[src/rtl/aes_word_collector.sv]
// aes_word_collector: word-serial to block-parallel receiver for the AES datapath.
// It accepts 32-bit state words under a per-byte write mask and assembles four accepted words into
// a 128-bit block. The block is then offered downstream over a valid/ready handshake.
//
// Parameter:
//   MSW_FIRST    1: the first word lands in Block_out[127:96]; 0: it lands in Block_out[31:0]
// Optional feature macro:
//   AES_WORD_COLLECTOR_CLR_EN  when defined, the assembly register clears on every handoff and on
//                              Flush, so masked-off lanes read as zero.
// Ports:
//   CLOCK        rising-edge clock
//   RESET        asynchronous active-low reset
//   Word_in      incoming state word (lane 3 = [31:24])
//   Word_valid   Word_in is valid
//   Word_ready   collector accepts a word this cycle (combinational)
//   Byte_en      per-lane write enable, bit 3 = [31:24]
//   Flush        synchronous abort of the partial or held block
//   Block_out    assembled block (registered)
//   Block_valid  Block_out holds a complete block
//   Block_ready  downstream accepts the block
//   Word_count   words collected in the current block (0-3)
module aes_word_collector #(
  parameter bit MSW_FIRST = 1'b1
) (
  input  logic         CLOCK,
  input  logic         RESET,
  input  logic [31:0]  Word_in,
  input  logic         Word_valid,
  output logic         Word_ready,
  input  logic [3:0]   Byte_en,
  input  logic         Flush,
  output logic [127:0] Block_out,
  output logic         Block_valid,
  input  logic         Block_ready,
  output logic [1:0]   Word_count
);

  typedef enum logic [0:0] {StCollect, StHold} state_e;

  state_e       state;
  state_e       state_next;
  logic [1:0]   count_next;
  logic [127:0] block_next;
  logic [1:0]   slot;
  logic         accept;
  logic         handoff;

  // State and datapath registers.
  always_ff @(posedge CLOCK or negedge RESET) begin
    if (!RESET) begin
      state      <= StCollect;
      Word_count <= 2'd0;
      Block_out  <= 128'h0;
    end else begin
      state      <= state_next;
      Word_count <= count_next;
      Block_out  <= block_next;
    end
  end

  assign accept  = Word_valid & Word_ready;
  assign handoff = Block_valid & Block_ready;

  // Next-state logic. Flush overrides any accept or handoff in the same cycle.
  always_comb begin
    state_next = state;
    count_next = Word_count;
    if (Flush) begin
      state_next = StCollect;
      count_next = 2'd0;
    end else begin
      case (state)
        StCollect: begin
          if (accept) begin
            // The count wraps 3 -> 0 as the fourth word completes the block.
            count_next = Word_count + 2'd1;
            if (Word_count == 2'd3) begin
              state_next = StHold;
            end
          end
        end
        StHold: begin
          if (handoff) begin
            state_next = StCollect;
            // A word accepted on the handoff edge is slot 0 of the next block.
            count_next = accept ? 2'd1 : 2'd0;
          end
        end
        default: state_next = StCollect;
      endcase
    end
  end

  // Slot k occupies 32-bit word index (3-k) when MSW_FIRST=1, and index k otherwise.
  // Word_count is 0 in HOLD, so an accept on the handoff edge writes slot 0.
  assign slot = MSW_FIRST ? ~Word_count : Word_count;

  always_comb begin
    block_next = Block_out;
`ifdef AES_WORD_COLLECTOR_CLR_EN
    if (Flush || handoff) begin
      block_next = 128'h0;
    end
`endif
    if (accept && !Flush) begin
      for (int b = 0; b < 4; b++) begin
        if (Byte_en[b]) begin
          block_next[{slot, 2'(b), 3'b000} +: 8] = Word_in[{2'(b), 3'b000} +: 8];
        end
      end
    end
  end

  // Outputs. Block_valid comes straight from the registered state.
  always_comb begin
    Block_valid = (state == StHold);
    Word_ready  = (state == StCollect) || Block_ready;
  end

endmodule

[config.mk]
export PLATFORM = sky130hd
export DESIGN_NAME = aes_word_collector
export DESIGN_NICKNAME = d
export VERILOG_FILES = /design/src/rtl/aes_word_collector.sv
export SDC_FILE = /design/constraint.sdc
export NUM_CORES = 1
export LEC_CHECK = 0
export ABC_AREA = 1
export BUFFER_PORTS_ARGS = -buffer_cell sky130_fd_sc_hd__buf_2
export CORE_ASPECT_RATIO = 1.5
export CORE_MARGIN = 2
export CORE_UTILIZATION = 55
export CTS_CLUSTER_DIAMETER = 120
export CTS_CLUSTER_SIZE = 30
export DETAILED_ROUTE_END_ITERATION = 10
export PLACE_DENSITY = 0.83
export SLEW_MARGIN = 20
export SYNTH_ARGS = -nofsm -noshare
export SYNTH_HDL_FRONTEND = slang
export SYNTH_SLANG_ARGS = --single-unit
[constraint.sdc]
create_clock -name CLOCK -period 4.7 [get_ports CLOCK]
set_clock_uncertainty 0.2 [all_clocks]
set_input_delay 0.94 -clock CLOCK [delete_from_list [all_inputs] [get_ports CLOCK]]
set_output_delay 0.94 -clock CLOCK [all_outputs]
set_load 0.005 [all_outputs]
Word-level counts from Yosys, hierarchy flattened
Cells that the tools add are included.
W data, S select, Z words.
{"block": "op_classes", "addsub": 5, "multipliers": 0, "div_mod_pow": 0, "order_cmp": 0, "n_eq_ne": 3, "n_shift": 8, "n_mux": 21, "bitwise": 4, "reduce_logical": 4}
{"cell": "$mux W128", "count": 7}
{"cell": "$bwmux W128", "count": 4}
{"cell": "$shift A8 B9 Y128 const A", "count": 4}
{"cell": "$shiftx A8 B9 Y128", "count": 4}
{"cell": "$neg A7 Y9", "count": 4}
{"cell": "$mux W2", "count": 3}
{"cell": "$mux W1", "count": 5}
{"cell": "$pmux W2 S2", "count": 1}
{"cell": "$ne A3 B2 Y1 const B", "count": 1}
{"cell": "$ne A3 B3 Y1 const B", "count": 1}
{"cell": "$add A2 B1 Y2 const B", "count": 1}
{"cell": "$and A1 B1 Y1", "count": 2}
{"cell": "$eq A2 B2 Y1 const B", "count": 1}
{"cell": "$not A2 Y2", "count": 1}
{"cell": "$pmux W1 S2", "count": 1}
{"cell": "$reduce_and A2 Y1", "count": 1}
{"cell": "$logic_and A1 B1 Y1", "count": 1}
{"cell": "$logic_not A1 Y1", "count": 1}
{"cell": "$logic_or A1 B1 Y1", "count": 1}
{"cell": "$not A1 Y1", "count": 1}
{"block": "word_totals", "regBits": 131, "latch_bits": 0, "ramBits": 0, "romBits": 0, "inputBits": 41, "output_inout_bits": 132, "elab_cells": 48, "memories": 0}

Depth between registers and ports, before layout
{"block": "logic_depth", "word_depth": 14, "ltp_mapped": 11, "ltp_nobuf": 7}

Worst setup path before layout
OpenSTA, ideal clock, no wires.
{"block": "synth_path", "path_type": "input to output", "from": "input port Block_ready", "to": "output port Word_ready", "t_arrival_ns": 1.289, "required_time_ns": 3.560, "setup_slack_ns": 2.271, "cell_stages": 3, "path_buffers": 1, "cell_sequence": "inv_2 > nand2_4 > buf_6"}
{"block": "synth_via", "elab_chain_len": 1}
{"element": "start, declared", "line": "34", "text": "input logic Block_ready,"}
{"element": "$logic_or A1 B1 Y1", "line": "117", "text": "Word_ready = (state == StCollect) || Block_ready;"}
{"element": "end, declared", "line": "29", "text": "output logic Word_ready,"}
Every way passes these cells.

Worst setup path after layout
Ends and elaborated chain as after synthesis.

==> metrics list <==
- Total routed wirelength: 17.2 mm
- The count of pins over their slew limit came to 0.
- The via count of the first global-routing pass was 5533.
- DR vias: 5771
- Core area: 11400 µm²
* Average wire per cell in the routed design: 15.7 µm
- Nets in the synthesized netlist: 822
* EDFF count, synth: 0
- Summing every instance area after synthesis gives 6390 µm².
* Htree depth: 4
- For this run, global-route usage on met3 was measured as 0.0721.
- The top cell types in the final layout, fill and taps aside, are nand2_1, buf_2, dfrtp_1.
* Data arrival time of the critical path: 1.60 ns
- After routing, the total negative slack on setup checks comes to 0 ns.
- Synth Instances: 775
- Slew at the pin with the worst max-slew slack: 0.879 ns
- Of the total synthesized cell area, the portion taken by AND, OR, NAND and NOR gates is 0.383.
- Post-Synthesis Mean Instance Area: 8.25 µm²
- CP endpoint kind: output pin
- The endpoint identified for the worst register-to-register timing path is Block_out[127]$_DFFE_PN0P_.
- YS warnings: 0
* DR pass1 iterations: 5
- In this run the most critical hold path is launched from Block_out[55]$_DFFE_PN0P_.
- For this run the aggregate overflow at the end of global routing stands at 0.
- The number of setup buffers added after CTS is 0.
* Dominant combinational cell family by area after synthesis: simple AND/OR/NAND/NOR gates
- Power spread over the standard cell area amounts to 493 nW/µm².
- The portion of synthesized area spent on multiplexers is 0.
- Measured on the finished design, the core utilization comes to 0.689.
- Clock tree from TritonCTS: built
* Met1 routing resource usage after global routing: 0.333
- 173 I/O pins were placed.
- Max-cap violation count: 0
* Placed wire-length estimate: 11.9 mm
- Buffer cell driving the clock tree root: clkbuf_16
- Of all nets on the critical path, the largest fanout is 15.
- The floorplan step defined a die boundary enclosing 12500 µm².
* Routability congestion estimate from global placement: 0.868
- Worst Hold Path Cells: 2
* Register-to-register path setup slack: 1.98 ns
- Synthesized flop and latch total: 131
- Of the available clock period, the critical path in the final layout requires 0.583.
* Cell count of the worst reg-to-reg path: 8
* Most crowded layer after global routing: met2
- The longest clock path from root to sink contains 2 buffers.
- The first global-routing pass estimated 27.6 mm of wire.
- Aggregate global-route resource usage: 0.283
- Of the total synthesized cell area, the portion taken by full adders, half adders and majority gates is 0.0117.
- Count of unique library cells instantiated by Yosys: 25
* Number of buffers inserted during clock tree synthesis: 17
* Maximum number of pins on one net before global-route repair: 132
- Number of remaining DRC errors: 0
- Vias per inst: 5.27
* Leading register cell type out of synthesis: dfrtp_1
- Of the total power, the clock network draws 0.351.
- Number of resized instances in the post-cts repair step: 0
- Based on the critical path, the design can be clocked at up to 0.365 GHz.
- In the final layout, the share of cells above drive strength 1 is 0.273.
- By startpoint and endpoint, the worst setup path is classified as in2out.
- The flow ran to the end, and the final reports show no timing, DRC or antenna violations.
- Min-delay worst type: reg2reg
- Number of failing hold endpoints at the final stage: 0
- In the final design database the tool counted 980 nets.
- Final ANT Viol Nets: 0
- Setup violations remaining at the end of the flow were counted as 0.
- The share of total power dissipated in sequential elements is 0.391.
- Of the total power, the share spent switching nets is 0.333.
- The tree built by TritonCTS fans out to 131 sinks.
- Number of diodes: 0
* Time the worst path needs with I/O delays and setup: 2.74 ns
- Hold-fix buffers at CTS: 0
* Count of buffers inserted at the top-level ports: 172
* Complex-gate fraction of the synthesized area: 0.0376
- After synthesis, the share of flip-flops with an asynchronous set or reset is 1.00.
- The share of total power dissipated in combinational logic is 0.259.
* Synthesis-to-layout area growth: 22.9%
* Headroom to the max-slew limit: 0.414
- The worst hold path terminates at Block_out[55]$_DFFE_PN0P_.
- Die Span X: 92.0 µm
- The share of the Yosys chip area taken by registers is 0.513.
* Most frequent standard cell in the layout excluding fill and tap cells: nand2_1
* Met2 Track Usage GR: 0.483
* Leak pwr: 0.00444 µW
* Die Ht: 136 µm
- RSZ-0062 raised after global routing: no
* Initial core utilization: 0.560
- At the worst endpoint, the required time is 3.56 ns.
- For this block, the initial DRC count from the detailed router was 270.
- Clock-pin slew was measured on the worst setup and hold paths at 0.06 ns.
* Share of the synthesized netlist area taken by xor and xnor gates: 0
- The worst-case IR drop observed on VDD is 0.293 mV.
* Switching power summed over all nets: 1290 µW
- Initial antenna violation count: 0
- The worst setup path is launched from an input port.
* Reg-to-Reg Start: Word_count[1]$_DFFE_PN0P_
- P_int: 2590 µW
* Clk_lat worst skew: 0.42 ns
* FP Rows: 48
-- sequential cells by signal, indices dropped and copies added (netlist names) --
register     flops
Word_count       2
Block_valid      1
Block_out      128
-- metal layers --
metal  vias up  part of all wire
li1       2782                 -
met1      2708              0.38
met2       238              0.52
met3        43             0.068
met4         0             0.035
met5         -                 0
-- critical path, stage by stage --
cell     delay, ns
buf_2         0.10
inv_2         0.05
nand2_4       0.30
buf_2         0.19
-- logic make-up after synthesis --
kind of cell | count (synthesis)
AND/OR/NAND/NOR | 538
buffers and inverters | 66
AO/OA/AOI/OAI | 34
flip-flops | 131
adder cells (fa/ha/maj) | 6
-- worst max-delay path by stage --
stage | from | endpoint | slack, ns | cells past startpoint
detailed placement | Block_ready | Word_ready | 1.97 | 4
global route | Word_count[1]$_DFFE_PN0P_ | Block_out[127]$_DFFE_PN0P_ | 1.78 | 8
global placement | Block_ready | Word_ready | 1.96 | 4
floorplan | Block_ready | Word_ready | 2.27 | 3
finish | Block_ready | Word_ready | 1.96 | 4
CTS | Block_ready | Word_ready | 1.96 | 4
-- layout make-up --
cell class	count	area, µm²
clock buffer	18	429
timing repair buffer	178	921
fill	986	3550
clock inverter	14	180
tap	150	188
inverter	27	101
multi-input combinational	578	2760
sequential	131	3280
-- power by group through the flow --
stage	sequential [µW]	combinational, µW	clock, µW
final	1520	1000	1360
after floorplan	1540	553	0
after global routing	1540	1120	1420
after detailed placement	1520	1000	0
after CTS	1510	1010	1370
after global placement	1530	971	0
-- synth_stat cells, types with 2 or more instances --
library cell | number | share of area
nand2_1 | 302 | 0.18
buf_6 | 11 | 0.019
o21ai_1 | 14 | 0.011
nand2_4 | 2 | 0.0035
nor2_2 | 4 | 0.0039
nor3_1 | 8 | 0.0063
nand3_1 | 107 | 0.084
nand4_1 | 2 | 0.0020
ha_1 | 6 | 0.012
buf_2 | 17 | 0.013
dfrtp_1 | 131 | 0.51
nand4_4 | 10 | 0.033
nor2_1 | 91 | 0.053
inv_2 | 3 | 0.0018
inv_1 | 23 | 0.013
nand2_2 | 5 | 0.0049
clkbuf_1 | 10 | 0.0059
o21ai_2 | 18 | 0.025
nor2_4 | 5 | 0.0088
-- through the flow --
step	setup WS [ns]	cells	instance area [µm²]	power (µW)	hold WS, ns
2_1_floorplan	2.27	775	6390	2090	0.272
3_3_place_gp	1.96	1064	7250	2500	0.257
3_5_place_dp	1.97	1064	7250	2530	0.260
4_1_cts	1.96	1096	7860	3890	0.275
5_1_grt	1.78	1096	7860	4090	0.285
6_report	1.96	1096	7860	3880	0.272
Power figures use the tool's default switching activity.
